`config.mk`:
```
export PLATFORM = sky130hd
export DESIGN_NAME = mem_ctrl_lsu
export DESIGN_NICKNAME = d
export VERILOG_FILES = /design/src/rtl/mem_ctrl_lsu.sv
export SDC_FILE = /design/constraint.sdc
export NUM_CORES = 1
export LEC_CHECK = 0
export CAP_MARGIN = 20
export CORE_ASPECT_RATIO = 1.4
export CORE_MARGIN = 10
export CORE_UTILIZATION = 48
export CTS_CLUSTER_SIZE = 20
export DETAILED_ROUTE_END_ITERATION = 10
export GPL_ROUTABILITY_DRIVEN = 0
export PLACE_DENSITY = 0.75
export SLEW_MARGIN = 0
export SYNTH_ARGS = -nofsm -noshare
export SYNTH_HDL_FRONTEND = slang
export SYNTH_SLANG_ARGS = --single-unit
```
`constraint.sdc`:
```
create_clock -name clk_i -period 3.2 [get_ports clk_i]
set_input_delay 0.32 -clock clk_i [delete_from_list [all_inputs] [get_ports clk_i]]
set_output_delay 0.32 -clock clk_i [all_outputs]
set_load 0.01 [all_outputs]
```
`src/rtl/mem_ctrl_lsu.sv`:
```
// Load/store unit: effective address, lane strobes, misaligned split into two beats, sign/zero-extended loads.
// Latency 2 cycles aligned / 3 split plus one per mem_ready wait cycle; enable ignored while busy, beats time out after TIMEOUT_CYCLES.
module mem_ctrl_lsu #(
    parameter int XLEN             = 32,
    parameter int ADDR_W           = 32,
    parameter int SPLIT_MISALIGNED = 1,
    parameter int TIMEOUT_CYCLES   = 16
) (
    input  logic                clk_i,
    input  logic                rst_ni,
    input  logic                enable_i,
    input  logic                is_store_i,
    input  logic [1:0]          size_i,
    input  logic                is_unsigned_i,
    input  logic [XLEN-1:0]     op1_i,
    input  logic [11:0]         offset_i,
    input  logic [XLEN-1:0]     op3_i,
    output logic                busy_o,
    output logic [XLEN-1:0]     result_o,
    output logic                result_valid_o,
    output logic                fault_o,
    output logic                bus_error_o,
    output logic [ADDR_W-1:0]   address_o,
    output logic                read_enable_o,
    output logic                write_enable_o,
    output logic [XLEN/8-1:0]   byte_enables_o,
    output logic [XLEN-1:0]     write_data_o,
    input  logic [XLEN-1:0]     read_data_i,
    input  logic                mem_ready_i
);
    localparam int NB = XLEN / 8;
    localparam int LB = $clog2(NB);
    localparam int CW = $clog2(TIMEOUT_CYCLES + 1);

    typedef enum logic [2:0] {IDLE, FLT, ACC0, ACC1, RESP} state_e;

    state_e              state_q;
    logic [CW-1:0]       cnt_q;
    logic [LB-1:0]       lane_q;
    logic [1:0]          size_q;
    logic                st_q, uns_q, cross_q;
    logic [NB-1:0]       be_hi_q;
    logic [XLEN-1:0]     wd_hi_q, ld_q;
    logic                busy_q, result_valid_q, fault_q, bus_error_q;
    logic                read_enable_q, write_enable_q;
    logic [XLEN-1:0]     result_q, write_data_q;
    logic [ADDR_W-1:0]   address_q;
    logic [NB-1:0]       byte_enables_q;

    logic [ADDR_W-1:0]   ea_d;
    logic [LB-1:0]       lane_d;
    int                  nbytes_d;
    logic                illegal_d, misal_d, cross_d;
    logic [XLEN-1:0]     op3_m;
    logic [2*NB-1:0]     be_d;
    logic [2*XLEN-1:0]   wd_d;
    logic [LB+3:0]       sh1_d;
    logic [XLEN-1:0]     ld_d;
    logic                acc_done_d, acc_tout_d;

    function automatic logic [XLEN-1:0] extend(input logic [XLEN-1:0] d, input logic [1:0] sz,
                                               input logic uns);
        logic [XLEN-1:0] r;
        logic            fill;
        int              nb;
        nb = 1 << sz;
        if (nb > NB) nb = NB;
        fill = d[8*nb-1] & ~uns;
        r = '0;
        for (int i = 0; i < NB; i++)
            r[8*i +: 8] = (i < nb) ? d[8*i +: 8] : {8{fill}};
        return r;
    endfunction

    always_comb begin
        ea_d      = ADDR_W'(op1_i) + ADDR_W'($signed(offset_i));
        lane_d    = ea_d[LB-1:0];
        nbytes_d  = 1 << size_i;
        illegal_d = (size_i == 2'b11) && (XLEN != 64);
        misal_d   = (int'(lane_d) % nbytes_d) != 0;
        cross_d   = (int'(lane_d) + nbytes_d) > NB;
        op3_m     = '0;
        be_d      = '0;
        for (int i = 0; i < NB; i++) begin
            if (i < nbytes_d) begin
                op3_m[8*i +: 8] = op3_i[8*i +: 8];
                be_d[i]         = 1'b1;
            end
        end
        be_d = be_d << lane_d;
        wd_d = {{XLEN{1'b0}}, op3_m} << {lane_d, 3'b000};
    end

    // Second beat brings the upper bytes; they land above the bytes gathered from beat 0.
    always_comb begin
        sh1_d      = {(LB+1)'(NB) - {1'b0, lane_q}, 3'b000};
        ld_d       = (state_q == ACC1) ? (ld_q | (read_data_i << sh1_d))
                                       : (read_data_i >> {lane_q, 3'b000});
        acc_done_d = mem_ready_i && !(state_q == ACC0 && cross_q);
        acc_tout_d = !mem_ready_i && (cnt_q == CW'(TIMEOUT_CYCLES - 1));
    end

    always_ff @(posedge clk_i or negedge rst_ni) begin
        if (!rst_ni) begin
            state_q        <= IDLE;
            cnt_q          <= '0;
            lane_q         <= '0;
            size_q         <= '0;
            st_q           <= 1'b0;
            uns_q          <= 1'b0;
            cross_q        <= 1'b0;
            be_hi_q        <= '0;
            wd_hi_q        <= '0;
            ld_q           <= '0;
            busy_q         <= 1'b0;
            result_valid_q <= 1'b0;
            fault_q        <= 1'b0;
            bus_error_q    <= 1'b0;
            read_enable_q  <= 1'b0;
            write_enable_q <= 1'b0;
            result_q       <= '0;
            write_data_q   <= '0;
            address_q      <= '0;
            byte_enables_q <= '0;
        end else begin
            case (state_q)
                IDLE: if (enable_i) begin
                    busy_q  <= 1'b1;
                    lane_q  <= lane_d;
                    size_q  <= size_i;
                    st_q    <= is_store_i;
                    uns_q   <= is_unsigned_i;
                    cross_q <= cross_d;
                    cnt_q   <= '0;
                    be_hi_q <= be_d[2*NB-1:NB];
                    wd_hi_q <= is_store_i ? wd_d[2*XLEN-1:XLEN] : '0;
                    // Rejected requests still take one extra cycle so every response lands at +2.
                    if (illegal_d || (misal_d && SPLIT_MISALIGNED == 0)) begin
                        state_q <= FLT;
                    end else begin
                        state_q        <= ACC0;
                        address_q      <= {ea_d[ADDR_W-1:LB], {LB{1'b0}}};
                        read_enable_q  <= !is_store_i;
                        write_enable_q <= is_store_i;
                        byte_enables_q <= be_d[NB-1:0];
                        write_data_q   <= is_store_i ? wd_d[XLEN-1:0] : '0;
                    end
                end
                FLT: begin
                    state_q        <= RESP;
                    result_valid_q <= 1'b1;
                    fault_q        <= 1'b1;
                end
                ACC0, ACC1: begin
                    if (mem_ready_i) begin
                        cnt_q <= '0;
                        ld_q  <= ld_d;
                    end else if (!acc_tout_d) begin
                        cnt_q <= cnt_q + 1'b1;
                    end
                    if (acc_done_d || acc_tout_d) begin
                        state_q        <= RESP;
                        result_valid_q <= 1'b1;
                        bus_error_q    <= acc_tout_d;
                        result_q       <= (acc_done_d && !st_q) ? extend(ld_d, size_q, uns_q) : '0;
                        read_enable_q  <= 1'b0;
                        write_enable_q <= 1'b0;
                        byte_enables_q <= '0;
                        write_data_q   <= '0;
                        address_q      <= '0;
                    end else if (mem_ready_i) begin
                        state_q        <= ACC1;
                        address_q      <= address_q + ADDR_W'(NB);
                        byte_enables_q <= be_hi_q;
                        write_data_q   <= wd_hi_q;
                    end
                end
                RESP: begin
                    state_q        <= IDLE;
                    busy_q         <= 1'b0;
                    result_valid_q <= 1'b0;
                    fault_q        <= 1'b0;
                    bus_error_q    <= 1'b0;
                    result_q       <= '0;
                end
                default: state_q <= IDLE;
            endcase
        end
    end

    assign busy_o         = busy_q;
    assign result_o       = result_q;
    assign result_valid_o = result_valid_q;
    assign fault_o        = fault_q;
    assign bus_error_o    = bus_error_q;
    assign address_o      = address_q;
    assign read_enable_o  = read_enable_q;
    assign write_enable_o = write_enable_q;
    assign byte_enables_o = byte_enables_q;
    assign write_data_o   = write_data_q;
endmodule
```
==> metrics.txt <==
post-route setup TNS 0 ns; Seq/Total Area, Yosys a little under two fifths; Critical Path AT ~3.4 ns; mean routed wirelength per cell 20.95 µm; H-Tree Depth 4; hpwl dp 29.19 mm; largest net degree at the start of global routing 85; post-synth top area cell dfrtp_1; Final min period 2.978 ns; Worst Setup SP lane_q[0]; Synth cell types 84; Worst-Skew Late Latency 0.44 ns; port bufs 219; vias in the first global route 11388; crit-path max FO 51; fin nets 1700; Crit Reg-Reg Endpoint result_o[23]; clock buffer count from CTS 17; Pwr Density between 800 and 900 mW/mm²; top cells by instance count after synthesis dfrtp_1, nand2_1, a21oi_1; drt first pass iters 5; outcome finished clean; row count 67; Slew HR between 40% and 50%; CP max stage cell or4b_1; RSZ-0062 raised after global routing false; MaxCap Viol Count 0; Slew Viols, Final 0; via density per instance 6.165; #FFs+latches synth 178; Worst setup endpoint result_o[23]; Setup crit end kind flip-flop; fillers 2106; Critical Path RT 3.57 ns; I/O pins about 220; die extent in y 205.3 µm; crit-path cells buf_4 -> and2b_1 -> o2bb2ai_1 -> a21oi_1 -> o22ai_1 -> a21oi_2 -> or4b_1 -> nand2_2; final WL 39.17 mm; CTS tree built; EDFF count, synth 0; ys async rst share 100.0%; endpoints failing setup 0; Die X-Extent 152.4 µm; fin crit share 93.05%; synth top area cells dfrtp_1, a21oi_1, nand2_1; vias between 10000 and 15000; gr ovfl total 0; Syn Area/Cell 8.716 µm²; core area roughly 0.024 mm²; Worst Tran Pin Value ~0.83 ns; most frequent cell after synthesis dfrtp_1; first-pass GRT wire length approximately 62 mm; clk sinks 178; DIE AREA around 0.031 mm²; Layout area overhead 27.19%; Worst R2R Path Depth 8; R2R Path Start lane_q[0]; initial antenna violation count 3; 1st-iter DRT viols roughly 1100; Worst Skew 0.009996 ns; reg2reg setup slack about 0.22 ns; Crit Path Category flip-flop to flip-flop; Hold Path Class flip-flop to flip-flop; Cell Area, Synth 0.01178 mm²; Leak 6.434 nW; gr usage total 24.15%; DRC viols 0; Max clock buf depth 2; slowest stage delay, CP 0.80 ns; highest clock rate 0.3358 GHz; Worst VDD drop ~0.46 mV; Syn. warnings 0; DRT antenna net count 0; Resize count post-CTS 0; ys flop type dfrtp_1; layout cells sized above 1 10.08%; Critical Path Source Type flip-flop; Root Driver clkbuf_16; Hold Vio Cnt, Final 0; Cells after Synth 1351; Synth top area share 37.83%; clock transition at the registers of the reported paths 0.07 ns; Initial Util between 40% and 50%; Power, Total 13.02 mW
==> critical path: cells and delay by family (launching register included) <==
family / cells / cell delay, ns
buffers and inverters: 1 / 0.53
AO/OA/AOI/OAI: 4 / 0.69
flip-flops: 1 / 0.37
AND/OR/NAND/NOR: 3 / 1.31
==> routing by layer <==
layer / global-route usage [%] / up-vias / wire length [µm]
met4: 10.96 / 0 / 1532
met3: 4.763 / 86 / 2694
met2: 41.43 / 500 / 19580
met1: 28.68 / 5564 / 15370
met5: 0 / - / 0
li1: - / 5379 / -
==> worst min path at each step <==
| stage | start | endpoint | slack [ns] | cells after the start |
|---|---|---|---|---|
| after global placement | rst_ni | result_o[11] | 0.44 | 1 |
| after detailed placement | rst_ni | result_o[12] | 0.45 | 1 |
| after global routing | cnt_q[3] | cnt_q[3] | 0.50 | 1 |
| after floorplan | rst_ni | address_o[10] | 0.02 | 0 |
| after CTS | uns_q | uns_q | 0.48 | 2 |
| final | uns_q | uns_q | 0.47 | 2 |
==> cell type report <==
type	instances	area (µm²)	area share, %
sequential	178	4456	29.75
clock buffer	19	432.9	2.891
antenna	3	7.507	0.05013
multi-input combinational	1059	6849	45.73
tap	310	387.9	2.590
timing repair buffer	267	2594	17.32
clock inverter	13	171.4	1.145
inverter	21	78.83	0.5263
==> timing repair <==
item,in CTS,in global routing
endpoints found under the setup margin,0,0
endpoints found under the hold margin,43,0
buffers inserted,0,0
hold buffers,1,0
==> state kept, by name, summed over array words and instances, names as in the netlist, 4 cells and up <==
signal,cells
ld_q,32
wd_hi_q,24
address_o,30
byte_enables_o,4
write_data_o,32
result_o,32
cnt_q,5
==> cell usage in the layout (no fill, tap or decap), types with 13 or more instances in the layout <==
master / Yosys / layout
a211oi_1: 16 / 16
a21o_1: 21 / 21
a21oi_1: 120 / 120
a221o_1: 14 / 14
a221oi_1: 19 / 19
a22oi_1: 21 / 20
and2_1: 15 / 15
and3_1: 14 / 14
buf_4: 7 / 44
clkbuf_16: 0 / 17
clkdlybuf4s50_1: 0 / 218
dfrtp_1: 178 / 177
ha_1: 38 / 38
inv_1: 19 / 19
mux2_2: 47 / 47
mux2i_1: 36 / 36
nand2_1: 159 / 159
nand3_1: 31 / 31
nor2_1: 118 / 117
nor3_1: 14 / 14
o211ai_1: 21 / 21
o21a_1: 15 / 15
o21ai_0: 113 / 113
o221ai_1: 13 / 13
o31ai_1: 23 / 23
xor2_1: 15 / 15
==> power breakdown <==
| group | switching, mW | total (mW) | internal (mW) |
|---|---|---|---|
| clock | 0.966 | 2.21 | 1.24 |
| sequential | 0.796 | 3.97 | 3.17 |
| combinational | 3.76 | 6.84 | 3.08 |
==> logic make-up (layout without fill, tap and decap cells) <==
family / after synthesis / count (layout) / share of synthesized area [%]
buffers and inverters: 115 / 320 / 4.240
DFF: 178 / 178 / 37.83
muxes: 84 / 84 / 7.651
other: 1 / 5 / 0.03185
AOI/OAI and AO/OA: 481 / 481 / 26.83
xor gates and xnor gates: 23 / 23 / 1.711
adders and majority gates: 41 / 41 / 4.463
and+or+nand+nor: 428 / 428 / 17.25
==> stage by stage <==
stage               worst slack (ns)  cells  util [%]  area (µm²)  hold WS (ns)
floorplan                    0.07699   1352         -       11780       0.02441
global placement              0.1821   1834     59.67       14360        0.4449
detailed placement            0.1171   1834     59.67       14360        0.4533
CTS                           0.2663   1867     62.22       14970        0.4758
global route                 0.07824   1869     62.24       14970        0.5004
finish                        0.2223   1870     62.25       14980        0.4724
Note: power is estimated with default switching activity, not from simulation.
